<file path="src/rtl/rtc_pkg.sv">
// Shared definitions for the RTC bus side: state encoding, default bus timing
// and the RTC chip register map.
package rtc_pkg;

  typedef logic [3:0] state_t;

  localparam state_t ST_IDLE     = 4'd0;
  localparam state_t ST_A_SET    = 4'd1;
  localparam state_t ST_A_PUL    = 4'd2;
  localparam state_t ST_A_HLD    = 4'd3;
  localparam state_t ST_GAP      = 4'd4;
  localparam state_t ST_D_SET    = 4'd5;
  localparam state_t ST_D_PUL    = 4'd6;
  localparam state_t ST_D_HLD    = 4'd7;
  localparam state_t ST_DONE     = 4'd8;
  localparam state_t ST_WAIT_LOW = 4'd9;

  localparam int T_SETUP_DEF = 2;
  localparam int T_PULSE_DEF = 4;
  localparam int T_HOLD_DEF  = 2;
  localparam int T_GAP_DEF   = 4;

  localparam logic [7:0] REG_TIMER_CTRL = 8'h00;
  localparam logic [7:0] REG_IRQ        = 8'h01;
  localparam logic [7:0] REG_SEC        = 8'h21;
  localparam logic [7:0] REG_MIN        = 8'h22;
  localparam logic [7:0] REG_HOUR       = 8'h23;
  localparam logic [7:0] REG_DAY        = 8'h24;
  localparam logic [7:0] REG_MONTH      = 8'h25;
  localparam logic [7:0] REG_YEAR       = 8'h26;
  localparam logic [7:0] REG_TMR_SEC    = 8'h41;
  localparam logic [7:0] REG_TMR_MIN    = 8'h42;
  localparam logic [7:0] REG_TMR_HOUR   = 8'h43;

  // Counter preload for a phase lasting t cycles (t in 1..256).
  function automatic logic [7:0] fase_carga(input int unsigned t);
    return 8'(t - 1);
  endfunction

endpackage

</file>
<file path="src/rtl/rtc_fase_cnt.sv">
// Phase length counter: loads a preload value, counts down to zero and holds
// there; zero tells the FSM the current phase has run its last cycle.
module rtc_fase_cnt (
  input  logic       clk,
  input  logic       reset,
  input  logic       load,
  input  logic [7:0] load_val,
  output logic       zero
);

  logic [7:0] cnt;

  always_ff @(posedge clk) begin
    if (!reset)
      cnt <= 8'd0;
    else if (load)
      cnt <= load_val;
    else if (cnt != 8'd0)
      cnt <= cnt - 8'd1;
  end

  assign zero = (cnt == 8'd0);

endmodule

</file>
<file path="src/rtl/rtc_bus_ctrl.sv">
// Runs one multiplexed address/data cycle on the RTC bus per escribe/lee
// request and answers with a one-cycle fin; every output is a flop.
module rtc_bus_ctrl
  import rtc_pkg::*;
#(
  parameter int T_SETUP = T_SETUP_DEF,
  parameter int T_PULSE = T_PULSE_DEF,
  parameter int T_HOLD  = T_HOLD_DEF,
  parameter int T_GAP   = T_GAP_DEF
) (
  input  logic       clk,
  input  logic       reset,
  input  logic       escribe,
  input  logic       lee,
  input  logic [7:0] dir_in,
  input  logic [7:0] dato_in,
  output logic       fin,
  output logic       ocupado,
  output logic [7:0] dato_leido,
  output logic       cs_n,
  output logic       rd_n,
  output logic       wr_n,
  output logic       a_d,
  output logic [7:0] ad_out,
  output logic       ad_oe,
  input  logic [7:0] ad_in
);

  state_t     state, ns;
  logic       op_wr, op_wr_nx;
  logic [7:0] addr_q, addr_nx, data_q, data_nx;
  logic       cnt_load, cnt_zero;
  logic [7:0] cnt_val;
  logic       cs_n_nx, rd_n_nx, wr_n_nx, a_d_nx, ad_oe_nx;
  logic [7:0] ad_out_nx;
  logic       captura;

  rtc_fase_cnt u_fase_cnt (
    .clk      (clk),
    .reset    (reset),
    .load     (cnt_load),
    .load_val (cnt_val),
    .zero     (cnt_zero)
  );

  // Each timed phase preloads the counter for the phase it is entering.
  always_comb begin
    ns       = state;
    op_wr_nx = op_wr;
    addr_nx  = addr_q;
    data_nx  = data_q;
    cnt_load = 1'b0;
    cnt_val  = 8'd0;
    case (state)
      ST_IDLE: if (escribe || lee) begin
        ns       = ST_A_SET;
        op_wr_nx = escribe;
        addr_nx  = dir_in;
        if (escribe) data_nx = dato_in;
        cnt_load = 1'b1;
        cnt_val  = fase_carga(T_SETUP);
      end
      ST_A_SET: if (cnt_zero) begin
        ns = ST_A_PUL; cnt_load = 1'b1; cnt_val = fase_carga(T_PULSE);
      end
      ST_A_PUL: if (cnt_zero) begin
        ns = ST_A_HLD; cnt_load = 1'b1; cnt_val = fase_carga(T_HOLD);
      end
      ST_A_HLD: if (cnt_zero) begin
        ns = ST_GAP; cnt_load = 1'b1; cnt_val = fase_carga(T_GAP);
      end
      ST_GAP: if (cnt_zero) begin
        ns = ST_D_SET; cnt_load = 1'b1; cnt_val = fase_carga(T_SETUP);
      end
      ST_D_SET: if (cnt_zero) begin
        ns = ST_D_PUL; cnt_load = 1'b1; cnt_val = fase_carga(T_PULSE);
      end
      ST_D_PUL: if (cnt_zero) begin
        ns = ST_D_HLD; cnt_load = 1'b1; cnt_val = fase_carga(T_HOLD);
      end
      ST_D_HLD:    if (cnt_zero) ns = ST_DONE;
      ST_DONE:     ns = ST_WAIT_LOW;
      ST_WAIT_LOW: if (!escribe && !lee) ns = ST_IDLE;
      default:     ns = ST_IDLE;
    endcase
  end

  // Pin values are decoded from the next state so the flops show them in the
  // same cycle the FSM enters that state.
  always_comb begin
    cs_n_nx   = 1'b1;
    rd_n_nx   = 1'b1;
    wr_n_nx   = 1'b1;
    a_d_nx    = 1'b0;
    ad_oe_nx  = 1'b0;
    ad_out_nx = 8'd0;
    case (ns)
      ST_A_SET, ST_A_PUL, ST_A_HLD: begin
        cs_n_nx   = 1'b0;
        a_d_nx    = 1'b1;
        ad_oe_nx  = 1'b1;
        ad_out_nx = addr_nx;
        wr_n_nx   = (ns != ST_A_PUL);
      end
      ST_D_SET, ST_D_PUL, ST_D_HLD: begin
        cs_n_nx = 1'b0;
        if (op_wr_nx) begin
          ad_oe_nx  = 1'b1;
          ad_out_nx = data_nx;
          wr_n_nx   = (ns != ST_D_PUL);
        end else begin
          rd_n_nx = (ns != ST_D_PUL);
        end
      end
      default: ;
    endcase
  end

  assign captura = (state == ST_D_PUL) && cnt_zero && !op_wr;

  always_ff @(posedge clk) begin
    if (!reset) begin
      state      <= ST_IDLE;
      op_wr      <= 1'b0;
      addr_q     <= 8'd0;
      data_q     <= 8'd0;
      cs_n       <= 1'b1;
      rd_n       <= 1'b1;
      wr_n       <= 1'b1;
      a_d        <= 1'b0;
      ad_oe      <= 1'b0;
      ad_out     <= 8'd0;
      fin        <= 1'b0;
      ocupado    <= 1'b0;
      dato_leido <= 8'd0;
    end else begin
      state   <= ns;
      op_wr   <= op_wr_nx;
      addr_q  <= addr_nx;
      data_q  <= data_nx;
      cs_n    <= cs_n_nx;
      rd_n    <= rd_n_nx;
      wr_n    <= wr_n_nx;
      a_d     <= a_d_nx;
      ad_oe   <= ad_oe_nx;
      ad_out  <= ad_out_nx;
      fin     <= (ns == ST_DONE);
      ocupado <= (ns != ST_IDLE);
      if (captura) dato_leido <= ad_in;
    end
  end

endmodule

</file>
<file path="config.mk">
export PLATFORM = sky130hd
export DESIGN_NAME = rtc_bus_ctrl
export DESIGN_NICKNAME = d
export VERILOG_FILES = /design/src/rtl/rtc_pkg.sv /design/src/rtl/rtc_fase_cnt.sv /design/src/rtl/rtc_bus_ctrl.sv
export SDC_FILE = /design/constraint.sdc
export NUM_CORES = 1
export LEC_CHECK = 0
export CAP_MARGIN = 20
export CORE_MARGIN = 2
export CORE_UTILIZATION = 45
export CTS_CLUSTER_DIAMETER = 150
export DETAILED_ROUTE_END_ITERATION = 7
export PLACE_DENSITY = 0.73
export SLEW_MARGIN = 20
export SYNTH_ARGS = -nofsm -noshare
export SYNTH_HDL_FRONTEND = slang
export SYNTH_SLANG_ARGS = --single-unit
</file>
<file path="constraint.sdc">
create_clock -name clk -period 6.15 [get_ports clk]
set_input_delay 0.9225 -clock clk [delete_from_list [all_inputs] [get_ports clk]]
set_output_delay 0.9225 -clock clk [all_outputs]
set_load 0.02 [all_outputs]
</file>
==> metrics.md, run 1 <==
| Metric | Value |
|---|---|
| Filler cells | 427 |
| Worst path arrival time | 3050 ps |
| Clock Sink Count | 52 |
| GRT met2 Usage | 27.08% |
| GR peak layer | met2 |
| Combinational family with the most area after synthesis | simple AND/OR/NAND/NOR gates |
| Worst vdd ir | 0.0002647 V |
| Die Y | 73.80 microns |
| Cell chain of the critical path | clkdlybuf4s50_1, or2_2, maj3_1, a21o_1, o311ai_4, o22ai_1 |
| FF-to-FF path depth | 7 |
| Max Root-Sink Buffers | 2 |
| Slew margin rel. | 32.24% |
| CP Class | in -> reg |
| Setup violators final | 0 |
| Final Routed Wirelength | 4.472 mm |
| Number of synthesized flops with an enable pin | 0 |
| Drt initial violations | 145 |
| Cell taking the most area after synthesis | dfxtp_1 |
| Post-CTS sizing | 0 |
| Total Die Area | 5446 sq um |
| Remaining DRCs | 0 |
| Initial core utilization | 46.41% |
| FF-to-FF setup slack | 3640 ps |
| Cts hold-fix bufs | 0 |
| XOR/XNOR share of the synthesized area | 2.397% |
| Ys Warns | 0 |
| Max-Cap Viols | 0 |
| CORE AREA | 4723 sq um |
| Syn avg cell area | 9.700 sq um |
| Worst EP required | 6310 ps |
| Fraction of layout cells with a size suffix above 1 | 13.28% |
| RSZ-0062 raised after global routing | false |
| Synth cell types | 48 |
| Measured slew at the worst slew-check pin | 1015 ps |
| Largest net degree at the start of global routing | 33 |
| Clk Latency, worst-skew pair | 310 ps |
| GR Util met1 | 23.79% |
| P&R area growth vs syn | 27.05% |
| FF-to-FF Start | u_fase_cnt.cnt[0]$_SDFFE_PN0P_ |
| RD Place Congestion | 0.8320 |
| Final hold viol count | 0 |
| GRT Total Usage | 17.60% |
| Synthesis-stage register bit count | 52 |
| Hold endpoint | addr_q[1]$_SDFF_PN0_ |
| Vias | 1,731 |
| Number of top-level pins | 51 |
| Final Net Count | 300 |
| Detailed Routing Iterations Pass 1 | 4 |
| Most common flop cell mapped by yosys | dfxtp_1 |
| Ant. Diodes | 0 |
| Post-synthesis sequential area ratio | 47.49% |
| PortBufs | 50 |
| Vias per cell | 5.121 |
| Simple-gate share of the synthesized area | 21.29% |
| Synth Net Count | 256 |
| Crit path buffers/inverters | 1 |
| Worst path max stage delay | 630 ps |
| Htree depth | 2 |
| Leakage | 1.061 nW |
| Hold crit path type | reg -> reg |
| Initial antenna violation count | 0 |
| Clk_skew | 6.932 ps |
| Synth Area in Compound Gates | 11.47% |
| DR WL/cell | 13.23 microns |
| Crit share post-route | 47.04% |
| Count leader, synth | dfxtp_1 |
| CTS tree | built |
| Synthesized netlist cell count | 226 |
| Max Fclk | 345.7 MHz |
| Tmin final | 2893 ps |
| Gr ovfl total | 0 |
| CP startpoint kind | input port |
| Crit Path Max Fanout | 11 |
| TritonCTS Buffers | 5 |
| Met3 usage | 3.978% |
| Die X | 73.80 microns |
| Slowest library cell on the worst path | o311ai_4 |
| Clock Pin Slew Worst Setup and Hold Paths | 90 ps |
| Vias in the first global route | 1,626 |
| Post-Syn Area | 2192 sq um |
| Setup TNS | 0 ps |
| Mux contribution to synthesized area | 10.96% |
| Max-slew violations | 0 |
| Final ANT Viol Nets | 0 |
| Design Power | 1.261 mW |
| R2R Path End | ad_oe$_SDFF_PN0_ |
| Largest delay share family, worst path | compound AO/OA/AOI/OAI gates |
| DP Wirelength | 3.185 mm |
| Ranking of synthesized cells by area | dfxtp_1 (47%), mux2i_1 (11%), nor2_1 (7.5%), o22a_2 (2.7%), nor2_2 (2.6%) |
| Worst path depth | 6 |
| Async set-or-reset flop fraction in the synthesized netlist | 0% |
| Outcome | finished, final reports clean |
| Depth of the worst hold-timing path | 2 |
| Postcts setup bufs | 0 |
| Synth cell count leaders | dfxtp_1 (52), nor2_1 (44), mux2i_1 (24), nand2_1 (10), nor2_2 (9) |
| Crit. End Element | flop |
| Row cnt | 25 |
| Global-route wire length before repair | 7.389 mm |
| Power Density | 452.8 nW/um^2 |
| Hold_sp | addr_q[1]$_SDFF_PN0_ |
| Synth Area in Adders | 1.598% |
| Share of the synthesized area in the top cell type | 47.49% |
| CTS root buffer | clkbuf_8 |
[metrics by stage]
| step | instances | util, % | cell area (sq um) | hold WS, ps | setup WS, ps |
|---|---|---|---|---|---|
| floorplan | 226 | - | 2192 | 455.8 | 3627 |
| global placement | 330 | 56.87 | 2686 | 470.8 | 2685 |
| detailed placement | 330 | 56.87 | 2686 | 482.2 | 2656 |
| CTS | 338 | 58.76 | 2775 | 504.7 | 2956 |
| global route | 338 | 58.97 | 2785 | 521.9 | 3149 |
| finish | 338 | 58.97 | 2785 | 501.1 | 3257 |
[placed cells by master (no fill, tap or decap), types with 3 or more instances in the layout]
cell,synthesis,routed
nor2_2,9,9
a21oi_1,4,4
a211oi_1,3,3
dfxtp_1,52,52
o21ai_0,4,4
nor4_1,3,3
xor2_1,4,4
clkbuf_8,3,5
inv_1,4,4
nand2_1,10,10
o22a_2,6,6
nor3_1,3,3
nor2_1,44,44
o31ai_1,3,3
or2_2,4,4
clkdlybuf4s50_1,0,50
mux2i_1,24,24
nand3_1,3,3
[layer usage]
| metal | wire (microns) | share of wire (%) | up-vias |
|---|---|---|---|
| met3 | 217 | 4.9 | 9 |
| met4 | 74 | 1.7 | 0 |
| met2 | 2088 | 47 | 43 |
| met5 | 0 | 0 | - |
| met1 | 2091 | 47 | 807 |
| li1 | - | - | 872 |
[kinds of logic (layout without fill, tap and decap cells)]
kind of cell | Yosys count | count (layout)
DFF | 52 | 52
adders and majority gates | 3 | 3
buffers and inverters | 17 | 62
xor gates and xnor gates | 6 | 6
and+or+nand+nor | 93 | 93
AOI/OAI and AO/OA | 31 | 31
muxes | 24 | 24
[registers in the layout, indices dropped and copies added (netlist names), 4 cells and up]
signal and flops:
ad_out 8, addr_q 8, data_q 8, dato_leido 8, state 4, u_fase_cnt.cnt 8
[worst max-delay path by stage]
stage	start	endpoint	slack (ps)
after global placement	lee	ad_oe$_SDFF_PN0_	2680
after floorplan	lee	a_d$_SDFF_PN0_	3630
after global routing	escribe	ad_oe$_SDFF_PN0_	3150
after CTS	escribe	ad_oe$_SDFF_PN0_	2960
after detailed placement	escribe	ad_oe$_SDFF_PN0_	2660
final	escribe	ad_oe$_SDFF_PN0_	3260
[worst reg2reg max path: stages (launching register included)]
cell and delay, ps:
dfxtp_1 340, inv_1 80, ha_1 150, or4b_1 590, o31ai_1 320, a21oi_2 140, o311ai_4 610, o22ai_1 140
[layout make-up]
cell class | count | area (sq um) | area share [%]
clock buffers | 6 | 72.57 | 2.606
clock inverters | 2 | 16.27 | 0.5840
well taps | 67 | 83.83 | 3.010
multi-input cells | 157 | 1056 | 37.92
repair buffers | 50 | 500.5 | 17.97
inverters | 4 | 15.01 | 0.5391
flip-flops and latches | 52 | 1041 | 37.38
[power breakdown]
group	switching [mW]	total (mW)	internal, mW
registers	0.0499	0.469	0.419
logic	0.336	0.602	0.266
clock network	0.110	0.191	0.0810
total	0.496	1.26	0.766
Power figures use the tool's default switching activity.
==> run 2, diff against run 1 <==
--- a/config.mk
+++ b/config.mk
@@ -7,10 +7,10 @@
 export LEC_CHECK = 0
 export CAP_MARGIN = 20
 export CORE_MARGIN = 2
-export CORE_UTILIZATION = 45
+export CORE_UTILIZATION = 44
 export CTS_CLUSTER_DIAMETER = 150
 export DETAILED_ROUTE_END_ITERATION = 7
-export PLACE_DENSITY = 0.73
+export PLACE_DENSITY = 0.75
 export SLEW_MARGIN = 20
 export SYNTH_ARGS = -nofsm -noshare
 export SYNTH_HDL_FRONTEND = slang
==> constraint.sdc (replaced) <==
create_clock -name clk -period 2.55 [get_ports clk]
set_input_delay 0.3825 -clock clk [delete_from_list [all_inputs] [get_ports clk]]
set_output_delay 0.3825 -clock clk [all_outputs]
set_load 0.02 [all_outputs]
==> run 2 against run 1 <==
Against the previous run:
- global-route usage rose by 0.18 points
- register-to-register slack got worse by 3500 ps
- count of clock-buffer cells in the layout decreased by 1
- final cell count increased by 2.4%
- core utilization is 2.4 points higher
- flip-flop and latch count unchanged
- sequential power grew 140%
- first-iteration DRC count shrank 34%
- worst setup slack worse by 3100 ps
- final area is 4.8% higher
- critical path type is now reg -> reg
- highest routed layer unchanged
==> metrics.md, run 2 (synthesis results as in run 1) <==
| Metric | Value |
|---|---|
| Gr ovfl total | 0 |
| Post-layout worst setup margin | 155.9 ps |
| Clk_skew | 4.333 ps |
| Cts hold-fix bufs | 0 |
| Total Die Area | 5563 sq um |
| GRT Total Usage | 17.78% |
| Ant. Diodes | 0 |
| CTS tree | built |
| Worst EP required | 2790 ps |
| Commonest non-fill, non-tap cell in the layout | dfxtp_1 |
| Filler cells | 415 |
| Largest net degree at the start of global routing | 19 |
| Worst vdd ir | 0.0005444 V |
| Outcome | finished, final reports clean |
| Drt initial violations | 96 |
| Number of top-level pins | 51 |
| P&R area growth vs syn | 33.11% |
| CP Class | reg -> reg |
| RD Place Congestion | 0.8815 |
| Postcts setup bufs | 0 |
| Max Root-Sink Buffers | 2 |
| Remaining DRCs | 0 |
| Die X | 74.59 microns |
| Vias | 1,736 |
| Vias per cell | 5.017 |
| Most frequent cells in the layout | dfxtp_1 (52), clkdlybuf4s50_1 (50), nor2_1 (44), mux2i_1 (24), nand2_1 (10) |
| Tmin final | 2394 ps |
| Clk Latency, worst-skew pair | 300 ps |
| Setup TNS | 0 ps |
| Post-CTS sizing | 0 |
| DP Worst Slack | 77.14 ps |
| Max-Cap Viols | 0 |
| Hold WS | 499.6 ps |
| RSZ-0062 raised after global routing | false |
| Final Net Count | 308 |
| DP Wirelength | 3.408 mm |
| Die Y | 74.59 microns |
| Final Routed Wirelength | 4.654 mm |
| Row cnt | 25 |
| Max-slew violations | 0 |
| PortBufs | 50 |
| Fraction of layout cells with a size suffix above 1 | 16.13% |
| Setup violators final | 0 |
| Final hold viol count | 0 |
| Clock Sink Count | 52 |
| Clock Pin Slew Worst Setup and Hold Paths | 90 ps |
| DR WL/cell | 13.45 microns |
| Cell chain of the critical path | inv_1, ha_1, or4b_1, or4_4, a21oi_2, o311ai_2, buf_4, nor2_2 |
| CORE AREA | 4755 sq um |
| TritonCTS Buffers | 5 |
| Slew margin rel. | 60.82% |
| Worst path max stage delay | 560 ps |
| Initial antenna violation count | 0 |
| Crit. End Element | flop |
| Slowest library cell on the worst path | or4b_1 |
| CP startpoint kind | flop |
| Measured slew at the worst slew-check pin | 587.0 ps |
| Max Fclk | 417.7 MHz |
| Crit Path Max Fanout | 10 |
| Worst path arrival time | 2640 ps |
| Htree depth | 2 |
| Hold crit path type | reg -> reg |
| Final ANT Viol Nets | 0 |
| Crit share post-route | 93.89% |
| Leakage | 1.138 nW |
| Detailed Routing Iterations Pass 1 | 4 |
| Power Density | 1166 nW/um^2 |
| Initial core utilization | 46.11% |
| Global-route wire length before repair | 7.369 mm |
| Vias in the first global route | 1,619 |
| CTS root buffer | clkbuf_8 |
## run 2: cell type report
| type | instances | area (sq um) | area share [%] |
|---|---|---|---|
| clock buffers | 5 | 68.82 | 2.358 |
| clock inverters | 3 | 90.09 | 3.087 |
| inverters | 4 | 15.01 | 0.5146 |
| multi-input cells | 157 | 1046 | 35.85 |
| flip-flops and latches | 52 | 1041 | 35.68 |
| well taps | 67 | 83.83 | 2.873 |
| repair buffers | 58 | 573.1 | 19.64 |
## run 2: per-layer routing
layer / share of wire (%) / vias to the layer above / track usage [%]
met5: 0 / - / 0
met4: 1.1 / 0 / 7.937
met3: 4.4 / 4 / 5.420
met2: 48 / 45 / 28.02
met1: 46 / 801 / 22.47
li1: - / 886 / -
## run 2: final timing paths
kind | cells past startpoint | slack, ps | start | to
max | 8 | 160 | u_fase_cnt.cnt[0]$_SDFFE_PN0P_ | ad_out[0]$_SDFF_PN0_
min reg2reg | 2 | 500 | addr_q[1]$_SDFF_PN0_ | addr_q[1]$_SDFF_PN0_
max reg2reg | 8 | 160 | u_fase_cnt.cnt[0]$_SDFFE_PN0P_ | ad_out[0]$_SDFF_PN0_
min | 2 | 500 | addr_q[1]$_SDFF_PN0_ | addr_q[1]$_SDFF_PN0_
## run 2: through the flow
stage	std cells	util, %	power [mW]	instance area, sq um
after CTS	346	61.37	3.420	2918
final	346	61.37	3.401	2918
after global routing	346	61.37	3.612	2918
after floorplan	226	-	2.244	2192
after global placement	338	58.03	2.629	2759
after detailed placement	338	58.03	2.651	2759
## run 2: critical path, delay by kind of cell, from the launching register on
kind	cells	cell delay, ps
AO/OA/AOI/OAI	2	350
flip-flops	1	340
adder cells (fa/ha/maj)	1	150
AND/OR/NAND/NOR	3	1190
buffers and inverters	2	310
## run 2: power breakdown
group	switching [mW]	total, mW	internal [mW]
combinational	0.819	1.51	0.695
clock	0.263	0.753	0.490
sequential	0.125	1.13	1.01
==> run 3, diff against run 2 <==
--- a/config.mk
+++ b/config.mk
@@ -7,10 +7,10 @@
 export LEC_CHECK = 0
 export CAP_MARGIN = 20
 export CORE_MARGIN = 2
-export CORE_UTILIZATION = 44
+export CORE_UTILIZATION = 45
 export CTS_CLUSTER_DIAMETER = 150
 export DETAILED_ROUTE_END_ITERATION = 7
-export PLACE_DENSITY = 0.75
+export DONT_BUFFER_PORTS = 1
 export SLEW_MARGIN = 20
 export SYNTH_ARGS = -nofsm -noshare
 export SYNTH_HDL_FRONTEND = slang
==> run 3 against run 2 <==
Against the previous run:
- clock power decreased by 9.7%
- register-to-register slack improved by 60 ps
- first-iteration DRC count rose by 8.3%
- worst setup slack better by 60 ps
- sequential share of layout area up 8.3 points
- final cell count decreased by 15%
- fmax is 2.6% higher
- via count fell by 9.8%
- critical path type unchanged
- critical endpoint unchanged
- largest power group is now registers
==> metrics.md, run 3 (synthesis results as in run 1) <==
| Metric | Value |
|---|---|
| Outcome | finished, final reports clean |
| Vias | 1,566 |
| RSZ-0062 raised after global routing | false |
| Cts hold-fix bufs | 0 |
| Most frequent cells in the layout | dfxtp_1 (52), nor2_1 (44), mux2i_1 (24), nand2_1 (10), nor2_2 (9) |
| Initial core utilization | 46.41% |
| Initial antenna violation count | 0 |
| Worst path max stage delay | 570 ps |
| Crit path buffers/inverters | 2 |
| Finished Core Util | 50.15% |
| GRT Total Usage | 17.57% |
| Worst path arrival time | 2590 ps |
| Vias in the first global route | 1,486 |
| CP startpoint kind | flop |
| Slowest library cell on the worst path | or4b_1 |
| Filler cells | 444 |
| Register area | 1041 sq um |
| Area post-placement | 2231 sq um |
| Detailed Routing Iterations Pass 1 | 4 |
| Largest delay share family, worst path | simple AND/OR/NAND/NOR gates |
| Clk Latency, worst-skew pair | 310 ps |
| CORE AREA | 4723 sq um |
| CP Class | reg -> reg |
| RD Place Congestion | 0.8254 |
| Max-slew violations | 0 |
| Crit Path Max Fanout | 10 |
| PortBufs | 0 |
| Worst EP required | 2800 ps |
| Commonest non-fill, non-tap cell in the layout | dfxtp_1 |
| Fraction of layout cells with a size suffix above 1 | 18.94% |
| Measured slew at the worst slew-check pin | 699.7 ps |
| Post-route design area | 2369 sq um |
| Setup violators final | 0 |
| Clk_skew | 7.787 ps |
| Final Routed Wirelength | 4.314 mm |
| Largest net degree at the start of global routing | 22 |
| Max-Cap Viols | 0 |
| Clock Pin Slew Worst Setup and Hold Paths | 100 ps |
| Die X | 73.80 microns |
| P&R area growth vs syn | 8.048% |
| Row cnt | 25 |
| CTS tree | built |
| Max Fclk | 428.4 MHz |
| Ant. Diodes | 0 |
| Worst vdd ir | 0.0005659 V |
| Multi-input combinational cell area | 1046 sq um |
| Hold crit path type | in -> reg |
| Max Root-Sink Buffers | 2 |
| Final hold viol count | 0 |
| Tmin final | 2334 ps |
| Total Die Area | 5446 sq um |
| Final Net Count | 256 |
| Final ANT Viol Nets | 0 |
| Cell chain of the critical path | inv_1, ha_1, or4b_1, or4_4, a21oi_2, o311ai_2, buf_4, nor2_2 |
| Slew margin rel. | 53.30% |
| CTS root buffer | clkbuf_8 |
| Leakage | 0.9285 nW |
| DP Wirelength | 3.050 mm |
| Die Y | 73.80 microns |
| Gr ovfl total | 0 |
| Design Power | 3.108 mW |
| Htree depth | 2 |
| Drt initial violations | 104 |
| Crit. End Element | flop |
| Crit share post-route | 91.53% |
| Power Density | 1312 nW/um^2 |
| Setup TNS | 0 ps |
| Global-route wire length before repair | 7.327 mm |
| DR WL/cell | 14.67 microns |
| Clock Sink Count | 52 |
| Remaining DRCs | 0 |
| Number of top-level pins | 51 |
| Postcts setup bufs | 0 |
| Vias per cell | 5.327 |
| TritonCTS Buffers | 5 |
| Post-CTS sizing | 0 |
## run 3: changes by cell type in the layout (fill, tap and decap cells not counted)
| cell | change |
|---|---|
| buf_12 | -1 |
| buf_4 | -1 |
| bufinv_16 | -1 |
| clkdlybuf4s50_1 | -50 |
| inv_6 | +1 |
## run 3: final timing paths
check             depth (start not counted)                            from                        endpoint  slack (ps)
hold reg to reg                           2            addr_q[0]$_SDFF_PN0_            addr_q[0]$_SDFF_PN0_         500
setup / recovery                          8  u_fase_cnt.cnt[0]$_SDFFE_PN0P_            ad_out[0]$_SDFF_PN0_         220
hold / removal                            2                           reset  u_fase_cnt.cnt[7]$_SDFFE_PN0P_         180
setup reg to reg                          8  u_fase_cnt.cnt[0]$_SDFFE_PN0P_            ad_out[0]$_SDFF_PN0_         220
## run 3: power breakdown
part / leakage (nW) / switching (mW) / internal [mW] / total [mW]
registers: 0.426 / 0.226 / 1.01 / 1.24
clock network: 0.0687 / 0.284 / 0.395 / 0.680
logic: 0.434 / 0.674 / 0.518 / 1.19
total: 0.929 / 1.18 / 1.92 / 3.11
## run 3: cell type report
type | count | share of cell area, %
multi-input cells | 157 | 44.16
flip-flops and latches | 52 | 43.95
well taps | 67 | 3.539
clock buffers | 5 | 2.905
clock inverters | 3 | 2.905
repair buffers | 6 | 1.902
inverters | 4 | 0.6339
## run 3: routing by layer
metal	vias to the layer above	share of wire [%]	global-route usage (%)
li1	780	-	-
met2	43	43	24.50
met3	8	7.5	7.133
met4	0	1.6	6.061
met1	735	48	24.41
met5	-	0	0
## run 3: metrics by stage
stage / instances / setup slack (ps) / hold slack, ps
final: 294 / 215.9 / 179.0
after global placement: 286 / 260.6 / 471.9
after detailed placement: 286 / 239.5 / 485.6
after global routing: 294 / 73.00 / 175.2
after CTS: 294 / 206.7 / 166.5
after floorplan: 226 / 390.8 / 455.8
